$ cat config.mk
export PLATFORM = sky130hd
export DESIGN_NAME = irq_rr_sched
export DESIGN_NICKNAME = d
export VERILOG_FILES = /design/src/rtl/irq_rr_sched.sv
export SDC_FILE = /design/constraint.sdc
export NUM_CORES = 1
export LEC_CHECK = 0
export ABC_AREA = 0
export BUFFER_PORTS_ARGS = -buffer_cell sky130_fd_sc_hd__buf_2
export CAP_MARGIN = 20
export CORE_MARGIN = 4
export CORE_UTILIZATION = 58
export CTS_BUF_LIST = sky130_fd_sc_hd__clkbuf_4 sky130_fd_sc_hd__clkbuf_8
export CTS_CLUSTER_SIZE = 16
export DETAILED_ROUTE_END_ITERATION = 10
export HOLD_SLACK_MARGIN = 0.02
export PLACE_DENSITY = 0.91
export SETUP_SLACK_MARGIN = 0.2
export SLEW_MARGIN = 10
export SYNTH_ARGS = -nofsm -noshare
export SYNTH_HDL_FRONTEND = slang
export SYNTH_SLANG_ARGS = --single-unit
$ cat constraint.sdc
create_clock -name clk -period 4.91 [get_ports clk]
set_input_delay 0.491 -clock clk [delete_from_list [all_inputs] [get_ports clk]]
set_output_delay 0.491 -clock clk [all_outputs]
set_load 0.05 [all_outputs]
$ cat src/rtl/irq_rr_sched.sv
// irq_rr_sched: round-robin interrupt scheduler for an XDMA-style user-IRQ request/ack channel
//
// Latches rising edges on NUM_SRC interrupt sources. It then serves the pending, unmasked
// sources one at a time in round-robin order. Only one request is outstanding at any time.
// A failed request is re-issued after a fixed idle backoff. After RETRY_MAX re-issues that
// also fail, the request is abandoned and drop_err pulses.
//
// Optional feature: define IRQ_SCHED_TIMEOUT_EN to treat TIMEOUT_CYC cycles in REQ without
// ack/fail as a fail. Without it the request waits indefinitely.
//
// Ports:
//   clk          in   clock
//   rst_n        in   asynchronous reset, active low
//   src_irq      in   per-source interrupt level; a 0->1 transition posts an event
//   src_mask     in   1 = source ineligible for grant (events still latched)
//   irq_req_vld  out  request valid, held until irq_ack or irq_fail
//   irq_req_vec  out  index of the granted source, stable while irq_req_vld=1
//   irq_req_fnc  out  constant FNC
//   irq_ack      in   1-cycle pulse: request accepted
//   irq_fail     in   1-cycle pulse: request rejected
//   pending      out  latched, not-yet-delivered events
//   drop_err     out  1-cycle pulse when a request is abandoned
//   busy         out  1 while the scheduler is not idle
module irq_rr_sched #(
    parameter int          NUM_SRC     = 16,
    parameter int          VEC_W       = 5,
    parameter logic [7:0]  FNC         = 8'h00,
    parameter int          RETRY_MAX   = 3,
    parameter int          BACKOFF_CYC = 16,
    parameter int          TIMEOUT_CYC = 1024
) (
    input  logic               clk,
    input  logic               rst_n,
    input  logic [NUM_SRC-1:0] src_irq,
    input  logic [NUM_SRC-1:0] src_mask,
    output logic               irq_req_vld,
    output logic [VEC_W-1:0]   irq_req_vec,
    output logic [7:0]         irq_req_fnc,
    input  logic               irq_ack,
    input  logic               irq_fail,
    output logic [NUM_SRC-1:0] pending,
    output logic               drop_err,
    output logic               busy
);
    localparam int BO_W = $clog2(BACKOFF_CYC + 1);
    localparam int RT_W = $clog2(RETRY_MAX + 2);
    localparam logic [VEC_W:0] NS = (VEC_W + 1)'(NUM_SRC);

    typedef enum logic [1:0] {IDLE, REQ, BACKOFF} state_t;

    state_t             state_q, state_d;
    logic [NUM_SRC-1:0] src_q, pending_q, pending_d;
    logic [VEC_W-1:0]   vec_q, vec_d, rr_ptr_q, rr_ptr_d;
    logic [RT_W-1:0]    retry_q, retry_d;
    logic [BO_W-1:0]    bo_q, bo_d;
    logic               vld_q, vld_d, drop_q, drop_d, busy_q, busy_d;

    logic [NUM_SRC-1:0] set, clr, eligible, rot;
    logic [VEC_W-1:0]   first, grant, vec_nxt;
    logic [VEC_W:0]     sum;
    logic               tmo_hit, fail_ev;

    assign set      = src_irq & ~src_q;
    assign eligible = pending_q & ~src_mask;
    // Set is OR-ed in after the clear, so a new edge on the source being retired re-posts it.
    assign pending_d = (pending_q & ~clr) | set;

`ifdef IRQ_SCHED_TIMEOUT_EN
    localparam int TMO_W = $clog2(TIMEOUT_CYC + 1);
    logic [TMO_W-1:0] tmo_q, tmo_d;
    // Counts cycles spent in the current REQ visit; any other state restarts it at zero.
    assign tmo_d   = (state_q == REQ) ? tmo_q + 1'b1 : '0;
    assign tmo_hit = (state_q == REQ) && (tmo_q == TMO_W'(TIMEOUT_CYC - 1));
`else
    logic unused_tmo;
    assign unused_tmo = |TIMEOUT_CYC;
    assign tmo_hit    = 1'b0;
`endif

    assign fail_ev = irq_fail | tmo_hit;

    // Round-robin search: rotate so that rr_ptr lands on bit 0, then pick the lowest set bit.
    // Map that bit back to a source index.
    always_comb begin
        rot   = NUM_SRC'({eligible, eligible} >> rr_ptr_q);
        first = '0;
        for (int i = NUM_SRC - 1; i >= 0; i--) begin
            if (rot[i]) first = VEC_W'(i);
        end
        sum   = {1'b0, rr_ptr_q} + {1'b0, first};
        grant = (sum >= NS) ? VEC_W'(sum - NS) : VEC_W'(sum);
    end

    assign vec_nxt = (vec_q == VEC_W'(NUM_SRC - 1)) ? '0 : vec_q + 1'b1;

    always_comb begin
        state_d  = state_q;
        vec_d    = vec_q;
        rr_ptr_d = rr_ptr_q;
        retry_d  = retry_q;
        bo_d     = bo_q;
        clr      = '0;
        drop_d   = 1'b0;
        case (state_q)
            IDLE: begin
                if (|eligible) begin
                    state_d = REQ;
                    vec_d   = grant;
                    retry_d = '0;
                end
            end
            REQ: begin
                if (irq_ack) begin
                    clr      = NUM_SRC'(1) << vec_q;
                    rr_ptr_d = vec_nxt;
                    state_d  = IDLE;
                end else if (fail_ev) begin
                    if (retry_q == RT_W'(RETRY_MAX)) begin
                        clr      = NUM_SRC'(1) << vec_q;
                        drop_d   = 1'b1;
                        rr_ptr_d = vec_nxt;
                        state_d  = IDLE;
                    end else begin
                        retry_d = retry_q + 1'b1;
                        // The fail edge itself starts the first idle cycle, hence the -1.
                        bo_d    = BO_W'(BACKOFF_CYC - 1);
                        state_d = BACKOFF;
                    end
                end
            end
            BACKOFF: begin
                if (bo_q == '0) state_d = REQ;
                else            bo_d    = bo_q - 1'b1;
            end
            default: state_d = IDLE;
        endcase
        vld_d  = state_d == REQ;
        busy_d = state_d != IDLE;
    end

    always_ff @(posedge clk or negedge rst_n) begin
        if (!rst_n) begin
            state_q   <= IDLE;
            src_q     <= '0;
            pending_q <= '0;
            vec_q     <= '0;
            rr_ptr_q  <= '0;
            retry_q   <= '0;
            bo_q      <= '0;
            vld_q     <= 1'b0;
            drop_q    <= 1'b0;
            busy_q    <= 1'b0;
`ifdef IRQ_SCHED_TIMEOUT_EN
            tmo_q     <= '0;
`endif
        end else begin
            state_q   <= state_d;
            src_q     <= src_irq;
            pending_q <= pending_d;
            vec_q     <= vec_d;
            rr_ptr_q  <= rr_ptr_d;
            retry_q   <= retry_d;
            bo_q      <= bo_d;
            vld_q     <= vld_d;
            drop_q    <= drop_d;
            busy_q    <= busy_d;
`ifdef IRQ_SCHED_TIMEOUT_EN
            tmo_q     <= tmo_d;
`endif
        end
    end

    assign irq_req_vld = vld_q;
    assign irq_req_vec = vec_q;
    assign irq_req_fnc = FNC;
    assign pending     = pending_q;
    assign drop_err    = drop_q;
    assign busy        = busy_q;
endmodule

==> results by group, run 1 <==
Drt
  – Routed Wire Length: slightly above 9 mm
  – Via-per-instance ratio: 6.19
  – Post-route DRC: 0
  – DR vias: about 3200
  – DR iter-0 viols: roughly 310
  – Drt wl/cell: roughly 18 µm
  – First drt pass iteration count: 7
  – Antenna Violating Nets Remaining: 0

Die
  – Row Count: 29
  – Core Region: about 0.0063 mm²
  – Chip Height: about 90 µm
  – Die ar.: 0.00783 mm²
  – Starting Density: approximately three fifths
  – Die width: roughly 88 µm
  – I/O pin count: 68

Global routing
  – Initial antenna violation count: 0
  – Total GRT Usage: roughly 25%
  – Global-route wire length before repair: between 15 and 20 mm
  – Total global routing overflow: 0
  – Vias in the first global route: between 3000 and 4000
  – Largest net degree at the start of global routing: 56

Placement
  – HPWL Detailed: 7.21 mm
  – Routability Congestion: roughly 0.99
  – Placed Cells: ~500
  – PortBufs: between 50 and 60

Timing
  – Fmax: 239 MHz
  – Max Slew Vio Count: 0
  – Finish-stage setup viols: 0
  – Crit path time final: between 4 and 5 ns
  – Max-slew headroom: roughly half
  – Final hold vios: 0
  – Share of the clock period used by the worst path after layout: between 80% and 90%
  – Clock skew: between 0.009 and 0.01 ns
  – Worst slew pin tran: 0.764 ns
  – TNS Setup: 0 ns
  – RSZ-0062 raised after global routing: false

Logic synthesis
  – Most used flip-flop cell after synthesis: dfrtp_1
  – Netlist cell types: 62
  – Compound-cell area share of the yosys netlist: approximately 15%
  – Top-area cell type share of the netlist area: around 37%
  – Post-Synth XOR/XNOR Area: around 1.4%
  – Post-Syn Area: 0.00376 mm²
  – Synth Register Bits: 55
  – Post-Synth Adder-Cell Area: under 10%
  – Top cells by area, synth: dfrtp_1 37%, mux4_2 11%, nand2_1 5.3%, o21ai_0 5.2%, ha_1 4.7%
  – Largest family of logic cells by synthesized area: simple AND/OR/NAND/NOR gates
  – Synth warn: 0
  – Ys async rst share: 100%
  – Yosys top cell by area: dfrtp_1
  – Mapped Cells: 390
  – Most frequent cell after synthesis: dfrtp_1
  – Sequential area share after synthesis: between 30% and 40%
  – Simple-gate share of the synthesized area: 18.3%
  – Synth cell count leaders: 55 x dfrtp_1, 53 x nand2_1, 39 x o21ai_0
  – Post-synth EDFFs: 0
  – Post-synthesis mux area share: between 10% and 20%
  – Syn avg cell area: 9.63 µm²

Clock network
  – Setup bufs post-CTS: 0
  – Clock Latency Late Sink: roughly 0.31 ns
  – CTS H-tree lvls: 2
  – TritonCTS clock tree: yes
  – Post-CTS Resized: 0
  – CTS Buf Count: 5
  – Hold_buf cts: 0
  – Sink Count: 55
  – Clk root buf: clkbuf_8
  – Clock buffer depth: 2
  – Clock slew at reported path FFs: around 0.10 ns

Final layout
  – Area growth from synthesis to layout: 11.7%
  – Share of layout cells above drive strength 1: roughly 23%
  – # diodes: 0
  – Nets: around 500
  – Final Non-Filler Cells: about 520

Power and ir drop
  – Pwr per Cell Area: about 650 mW/mm²
  – P_leak: approximately 1.9 nW
  – Peak supply drop: around 380 µV
  – Final Power: 2.72 mW

Critical path
  – Setup CP Type: reg -> reg
  – CP peak stage delay: 0.79 ns
  – CP max FO: 19
  – Slowest CP cell: dfrtp_1
  – Reg2reg setup slack: roughly 0.73 ns
  – Crit start category: flop
  – Crit-path cells: inv_4, mux2i_1, a2111oi_0, a211oi_1, a211oi_1, a211oi_1, o21ai_1, a31oi_1, ha_1, inv_1, fa_1, nor2b_1, o21ai_0, nor2_1, o21ai_0, o21ai_0
  – Type of destination of the critical path: flop
  – CP Data Required Time: a little over 5 ns
  – Critical path arrival: around 4.4 ns

Outcome
  – Status: finished, final reports clean

Flow run
  – Max-Cap Viols: 0

Worst hold path
  – Worst min path class: in -> async
## layout make-up
| class | count | area [µm²] |
|---|---|---|
| clock buffers | 6 | 76.3 |
| clock inverters | 2 | 60.1 |
| fillers | 502 | 2120 |
| inverters | 32 | 123 |
| multi-input cells | 290 | 2160 |
| flip-flops and latches | 55 | 1380 |
| well taps | 77 | 96.3 |
| repair buffers | 60 | 303 |
## report_power, final
| part | internal, mW | switching (mW) | total, mW | leakage, nW |
|---|---|---|---|---|
| logic | 0.664 | 1.00 | 1.67 | 1.23 |
| registers | 0.542 | 0.162 | 0.705 | 0.611 |
| clock network | 0.209 | 0.143 | 0.352 | 0.0688 |
| total | 1.42 | 1.31 | 2.72 | 1.91 |
## registers in the layout, indices dropped and copies added, names as in the netlist
name and cells:
rr_ptr_q 5, irq_req_vld 1, src_q 16, busy 1
pending 16, drop_err 1, retry_q 3, irq_req_vec 5
state_q 2, bo_q 5
## cells by family (layout without fill, tap and decap cells)
kind of cell,count (synthesis),count (layout)
other,1,8
AO/OA/AOI/OAI,84,84
flip-flops,55,55
AND/OR/NAND/NOR,137,137
XOR/XNOR,6,6
buffers and inverters,52,100
adder cells (fa/ha/maj),15,15
multiplexers,40,40
## routing by layer
metal | up-vias | track usage, % | wire length (µm)
li1 | 1481 | - | -
met1 | 1576 | 31.4 | 3810
met2 | 152 | 44.4 | 4700
met3 | 24 | 4.84 | 633
met4 | 0 | 8.65 | 208
met5 | - | 0 | 0
## worst paths after layout
check / cells after the start / startpoint / to
hold reg to reg: 1 / src_q[10] / pending[10]
min in group clk: 1 / src_irq[15] / src_q[15]
hold / removal: 2 / rst_n / pending[9]
setup reg to reg: 16 / rr_ptr_q[0] / irq_req_vec[4]
max in group asynchronous: 2 / rst_n / irq_req_vec[2]
setup / recovery: 16 / rr_ptr_q[0] / irq_req_vec[4]
## cell usage in the layout, fill, tap and decap left out, types with 2 or more instances in the layout
master and count:
a211oi_1 6, a21o_1 2, a21oi_1 6, a31oi_1 2, and2_1 2, and3_1 2
buf_2 59, bufinv_16 2, clkbuf_8 5, conb_1 8, dfrtp_1 55, ha_1 14
inv_1 30, mux2_1 2, mux2_2 7, mux2i_1 13, mux4_2 18, nand2_1 53
nand2b_1 19, nand3_1 7, nand3b_1 2, nor2_1 17, nor2b_1 12, nor3_1 2
nor3b_1 4, nor4_1 4, nor4b_1 2, o21ai_0 39, o221ai_1 2, o22a_1 2
o22ai_1 2, o311ai_0 2, o31ai_1 4, or2_2 2, or3_1 6, xor2_1 5
## through the flow
| stage | utilization, % | setup slack, ns | instance area [µm²] | hold slack (ns) |
|---|---|---|---|---|
| detailed placement | 64.3 | 0.877 | 4060 | 0.410 |
| global route | 66.4 | 0.419 | 4200 | 0.282 |
| floorplan | - | 1.40 | 3780 | 0.195 |
| global placement | 64.3 | 1.06 | 4060 | 0.403 |
| finish | 66.4 | 0.730 | 4200 | 0.291 |
| CTS | 66.4 | 0.846 | 4200 | 0.288 |
## critical path, delay by kind of cell, from the launching register on
family,cells,cell delay [ns]
AOI/OAI and AO/OA,9,1.65
muxes,1,0.51
buffers and inverters,2,0.32
adders and majority gates,2,0.60
DFF,1,0.79
and+or+nand+nor,2,0.22
(Power assumes the default switching activity.)
==> run 2: changes to the inputs <==
Settings changed: MAX_ROUTING_LAYER set to met4.
==> results by group, run 2 (same netlist as run 1, synthesis figures left out) <==
Global routing
  – Total GRT Usage: 27.1% (was 25.3%)
  – Global-route wire length before repair: 15.8 mm (was 15.4 mm)
  – Initial antenna violation count: 0 (unchanged)
  – Total global routing overflow: 0 (unchanged)
  – Largest net degree at the start of global routing: 56 (unchanged)
  – Vias in the first global route: 3344 (was 3237)

Timing
  – Crit path time final: 4.14 ns (was 4.18 ns)
  – TNS Setup: 0 ns (unchanged)
  – Worst slew pin tran: 0.710 ns (was 0.764 ns)
  – Max-slew headroom: 52.6% (was 49.0%)
  – Finish-stage setup viols: 0 (unchanged)
  – Share of the clock period used by the worst path after layout: 84.3% (was 85.1%)
  – Fmax: 242 MHz (was 239 MHz)
  – Final hold vios: 0 (unchanged)
  – Min Hold Slack: 0.290 ns (was 0.291 ns)
  – Clock skew: 0.00845 ns (was 0.00996 ns)
  – Max Slew Vio Count: 0 (unchanged)
  – RSZ-0062 raised after global routing: false (unchanged)

Clock network
  – Setup bufs post-CTS: 0 (unchanged)
  – CTS H-tree lvls: 2 (unchanged)
  – TritonCTS clock tree: yes (unchanged)
  – CTS Buf Count: 5 (unchanged)
  – Hold_buf cts: 0 (unchanged)
  – Clk root buf: clkbuf_8 (unchanged)
  – Clock slew at reported path FFs: 0.10 ns (about the same)
  – Sink Count: 55 (unchanged)
  – Clock buffer depth: 2 (unchanged)
  – Post-CTS Resized: 0 (unchanged)
  – Clock Latency Late Sink: 0.31 ns (about the same)

Die
  – Starting Density: 59.5% (unchanged)
  – Chip Height: 88.5 µm (unchanged)
  – Die width: 88.5 µm (unchanged)
  – Core Region: 0.00631 mm² (unchanged)
  – Die ar.: 0.00783 mm² (unchanged)
  – I/O pin count: 68 (unchanged)
  – Row Count: 29 (unchanged)

Worst hold path
  – Worst min path class: in -> async (unchanged)

Flow run
  – Max-Cap Viols: 0 (unchanged)

Final layout
  – Share of layout cells above drive strength 1: 23.1% (unchanged)
  – # diodes: 0 (unchanged)
  – Nets: 495 (unchanged)
  – Area growth from synthesis to layout: 11.7% (unchanged)
  – Most frequent cells in the layout: 59 x buf_2, 55 x dfrtp_1, 53 x nand2_1 (unchanged)
  – Fillers: 497 (was 502)
  – Most common cell after layout, fill and taps aside: buf_2 (unchanged)

Critical path
  – Critical R2R Capture: irq_req_vec[4] (unchanged)
  – Worst reg2reg startpoint: rr_ptr_q[0] (unchanged)
  – Slowest CP cell: dfrtp_1 (unchanged)
  – Setup CP Type: reg -> reg (unchanged)
  – Critical path arrival: 4.37 ns (was 4.41 ns)
  – Crit-path cells: inv_4, mux2i_1, a2111oi_0, a211oi_1, a211oi_1, a211oi_1, o21ai_1, a31oi_1, ha_1, inv_1, fa_1, nor2b_1, o21ai_0, nor2_1, o21ai_0, o21ai_0 (unchanged)
  – CP peak stage delay: 0.80 ns (was 0.79 ns)
  – Crit start category: flop (unchanged)
  – Reg2reg setup slack: 0.77 ns (was 0.73 ns)
  – CP max FO: 19 (unchanged)
  – CP Data Required Time: 5.14 ns (about the same)
  – FF-to-FF path depth: 16 (unchanged)
  – Type of destination of the critical path: flop (unchanged)

Drt
  – Drt wl/cell: 18.5 µm (was 17.9 µm)
  – First drt pass iteration count: 7 (unchanged)
  – Antenna Violating Nets Remaining: 0 (unchanged)
  – Via-per-instance ratio: 6.43 (was 6.19)
  – DR iter-0 viols: 464 (was 306)
  – Routed Wire Length: 9.68 mm (was 9.36 mm)
  – DR vias: 3357 (was 3233)
  – Post-route DRC: 0 (unchanged)

Placement
  – Routability Congestion: 1.00 (was 0.986)
  – HPWL Detailed: 7.34 mm (was 7.21 mm)
  – PortBufs: 59 (unchanged)

Power and ir drop
  – Pwr per Cell Area: 653 mW/mm² (was 649 mW/mm²)
  – P_leak: 1.91 nW (unchanged)
  – Peak supply drop: 437 µV (was 381 µV)
  – Final Power: 2.74 mW (was 2.72 mW)

Outcome
  – Status: finished, final reports clean (unchanged)
==> run 2: stage by stage <==
step / utilization [%] / instance area, µm² / worst slack [ns] / cells
6_report: 66.4 / 4200 / 0.771 / 522
5_1_grt: 66.4 / 4200 / 0.296 / 522
4_1_cts: 66.4 / 4200 / 0.863 / 522
3_5_place_dp: 64.3 / 4060 / 0.887 / 514
3_3_place_gp: 64.3 / 4060 / 1.04 / 514
2_1_floorplan: - / 3780 / 1.40 / 397
==> run 2: area by class of cell <==
class | count | area [µm²] | area share (%)
flip-flops and latches | 55 | 1380 | 32.8
inverters | 32 | 123 | 2.92
well taps | 77 | 96.3 | 2.30
clock buffers | 6 | 76.3 | 1.82
multi-input cells | 290 | 2160 | 51.5
repair buffers | 60 | 303 | 7.22
clock inverters | 2 | 60.1 | 1.43
==> run 2: critical path, delay by kind of cell, from the launching register on <==
kind / cells / cell delay [ns]
adder cells (fa/ha/maj): 2 / 0.60
AO/OA/AOI/OAI: 9 / 1.64
buffers and inverters: 2 / 0.33
AND/OR/NAND/NOR: 2 / 0.22
flip-flops: 1 / 0.80
multiplexers: 1 / 0.49
==> run 2: where the power goes <==
group / total (mW) / internal (mW) / leakage [nW] / switching, mW
sequential: 0.706 / 0.542 / 0.611 / 0.164
clock: 0.354 / 0.209 / 0.0688 / 0.144
combinational: 1.68 / 0.664 / 1.23 / 1.01
==> run 2: how the worst max path moves through the flow <==
| stage | startpoint | to | slack (ns) |
|---|---|---|---|
| after CTS | rr_ptr_q[0] | irq_req_vec[4] | 0.86 |
| final | rr_ptr_q[0] | irq_req_vec[4] | 0.77 |
| after detailed placement | rr_ptr_q[0] | irq_req_vec[4] | 0.89 |
| after global placement | rr_ptr_q[0] | irq_req_vec[4] | 1.04 |
| after floorplan | pending[6] | irq_req_vec[4] | 1.40 |
| after global routing | rr_ptr_q[0] | irq_req_vec[4] | 0.30 |
==> run 2: layer usage <==
metal	wire, µm	GRT usage (%)	vias up
li1	-	-	1483
met1	3650	32.3	1597
met2	4830	45.1	219
met3	794	4.47	58
met4	411	12.4	0
met5	0	-	-
==> run 3: changes to the inputs <==
Clock period 4.91 ns to 4.3 ns, I/O delays scaled along.
==> results by group, run 3 (same netlist as run 1, synthesis figures left out) <==
Critical path
  – Crit start category: flop (unchanged)
  – Critical R2R Capture: irq_req_vec[4] (unchanged)
  – Worst reg2reg startpoint: rr_ptr_q[0] (unchanged)
  – FF-to-FF path depth: 16 (unchanged)
  – Crit path launch: rr_ptr_q[0] (unchanged)
  – Critical path arrival: 4.05 ns (was 4.37 ns)
  – CP max FO: 19 (unchanged)
  – Reg2reg setup slack: 0.47 ns (was 0.77 ns)
  – Type of destination of the critical path: flop (unchanged)
  – Setup CP Type: reg -> reg (unchanged)
  – CP Data Required Time: 4.53 ns (was 5.14 ns)

Drt
  – Drt wl/cell: 17.6 µm (was 18.5 µm)
  – DR iter-0 viols: 371 (was 464)
  – Via-per-instance ratio: 6.07 (was 6.43)
  – First drt pass iteration count: 5 (was 7)
  – Antenna Violating Nets Remaining: 0 (unchanged)
  – Post-route DRC: 0 (unchanged)
  – Routed Wire Length: 9.21 mm (was 9.68 mm)
  – DR vias: 3182 (was 3357)

Clock network
  – Hold_buf cts: 0 (unchanged)
  – Clock slew at reported path FFs: 0.09 ns (was 0.10 ns)
  – Clk root buf: clkbuf_8 (unchanged)
  – Clock Latency Late Sink: 0.31 ns (about the same)
  – TritonCTS clock tree: yes (unchanged)
  – Clock buffer depth: 2 (unchanged)
  – Sink Count: 55 (unchanged)
  – Post-CTS Resized: 0 (unchanged)
  – CTS Buf Count: 5 (unchanged)
  – CTS H-tree lvls: 2 (unchanged)
  – Setup bufs post-CTS: 0 (unchanged)

Die
  – Core Region: 0.00631 mm² (unchanged)
  – Die width: 88.5 µm (unchanged)
  – Starting Density: 59.5% (unchanged)
  – Chip Height: 88.5 µm (unchanged)
  – Row Count: 29 (unchanged)
  – I/O pin count: 68 (unchanged)
  – Die ar.: 0.00783 mm² (unchanged)

Final layout
  – Util after Layout: 66.3% (was 66.4%)
  – Nets: 498 (was 495)
  – Most frequent cells in the layout: 59 x buf_2, 55 x dfrtp_1, 53 x nand2_1 (unchanged)
  – Cell area after layout: 0.00419 mm² (was 0.00420 mm²)
  – Area growth from synthesis to layout: 11.5% (was 11.7%)
  – Most common cell after layout, fill and taps aside: buf_2 (unchanged)
  – # diodes: 0 (unchanged)
  – Share of layout cells above drive strength 1: 23.5% (was 23.1%)
  – Final Non-Filler Cells: 524 (was 522)

Timing
  – Worst slew pin tran: 0.668 ns (was 0.710 ns)
  – Share of the clock period used by the worst path after layout: 89.0% (was 84.3%)
  – Clock skew: 0.00580 ns (was 0.00845 ns)
  – Finish-stage setup viols: 0 (unchanged)
  – Fmax: 261 MHz (was 242 MHz)
  – Crit path time final: 3.83 ns (was 4.14 ns)
  – Max Slew Vio Count: 0 (unchanged)
  – Final hold vios: 0 (unchanged)
  – RSZ-0062 raised after global routing: false (unchanged)
  – TNS Setup: 0 ns (unchanged)
  – Max-slew headroom: 55.4% (was 52.6%)

Outcome
  – Status: finished, final reports clean (unchanged)

Global routing
  – Initial antenna violation count: 0 (unchanged)
  – Global-route wire length before repair: 15.3 mm (was 15.8 mm)
  – Vias in the first global route: 3134 (was 3344)
  – Largest net degree at the start of global routing: 56 (unchanged)
  – Total global routing overflow: 0 (unchanged)
  – Total GRT Usage: 26.0% (was 27.1%)

Worst hold path
  – Worst min path class: in -> async (unchanged)

Power and ir drop
  – P_leak: 1.91 nW (about the same)
  – Pwr per Cell Area: 727 mW/mm² (was 653 mW/mm²)
  – Peak supply drop: 496 µV (was 437 µV)

Placement
  – Placed Cells: 517 (was 514)
  – PortBufs: 59 (unchanged)
  – HPWL Detailed: 7.14 mm (was 7.34 mm)
  – Routability Congestion: 0.949 (was 1.00)
  – Placed Area: 0.00408 mm² (was 0.00406 mm²)

Flow run
  – Max-Cap Viols: 0 (unchanged)
[run 3: worst max-delay path by stage]
stage	to	slack, ns	depth (start not counted)
after floorplan	irq_req_vec[4]	0.79	16
after global placement	irq_req_vec[4]	0.64	16
after detailed placement	irq_req_vec[4]	0.55	17
after CTS	irq_req_vec[4]	0.56	16
after global routing	irq_req_vec[4]	0.22	16
final	irq_req_vec[4]	0.47	16
[run 3: layout make-up]
| cell class | instances | area, µm² |
|---|---|---|
| flip-flops and latches | 55 | 1380 |
| well taps | 77 | 96.3 |
| clock inverters | 2 | 37.5 |
| fillers | 491 | 2130 |
| clock buffers | 5 | 68.8 |
| inverters | 32 | 123 |
| repair buffers | 63 | 325 |
| multi-input cells | 290 | 2160 |
[run 3: per-layer routing]
| layer | vias up | wire length, µm | track usage, % | part of all wire [%] |
|---|---|---|---|---|
| li1 | 1489 | - | - | - |
| met1 | 1543 | 3850 | 34.7 | 42 |
| met2 | 138 | 4720 | 42.0 | 51 |
| met3 | 12 | 547 | 3.45 | 5.9 |
| met4 | 0 | 99 | 6.87 | 1.1 |
| met5 | - | 0 | - | 0 |
[run 3: critical path, cell delays in order (launching register included)]
cell      delay [ns]
dfrtp_1         0.52
inv_4           0.30
mux2_1          0.36
mux4_2          0.50
o32ai_2         0.22
a211oi_1        0.11
a211oi_1        0.26
o21ai_1         0.11
a31oi_1         0.20
ha_1            0.19
inv_1           0.05
fa_1            0.41
nor2b_1         0.12
o21ai_0         0.08
nor2_1          0.09
o21ai_0         0.07
o21ai_0         0.16
[run 3: report_power, final]
group	internal, mW	total (mW)	switching, mW	leakage (nW)
combinational	0.772	1.96	1.19	1.25
clock	0.170	0.334	0.163	0.0502
sequential	0.621	0.750	0.130	0.611
[run 3: stage by stage]
step,hold slack (ns),total power [mW],setup slack (ns)
floorplan,0.134,2.26,0.794
global placement,0.402,2.64,0.642
detailed placement,0.406,2.68,0.547
CTS,0.232,3.03,0.562
global route,0.224,3.29,0.223
finish,0.226,3.05,0.474
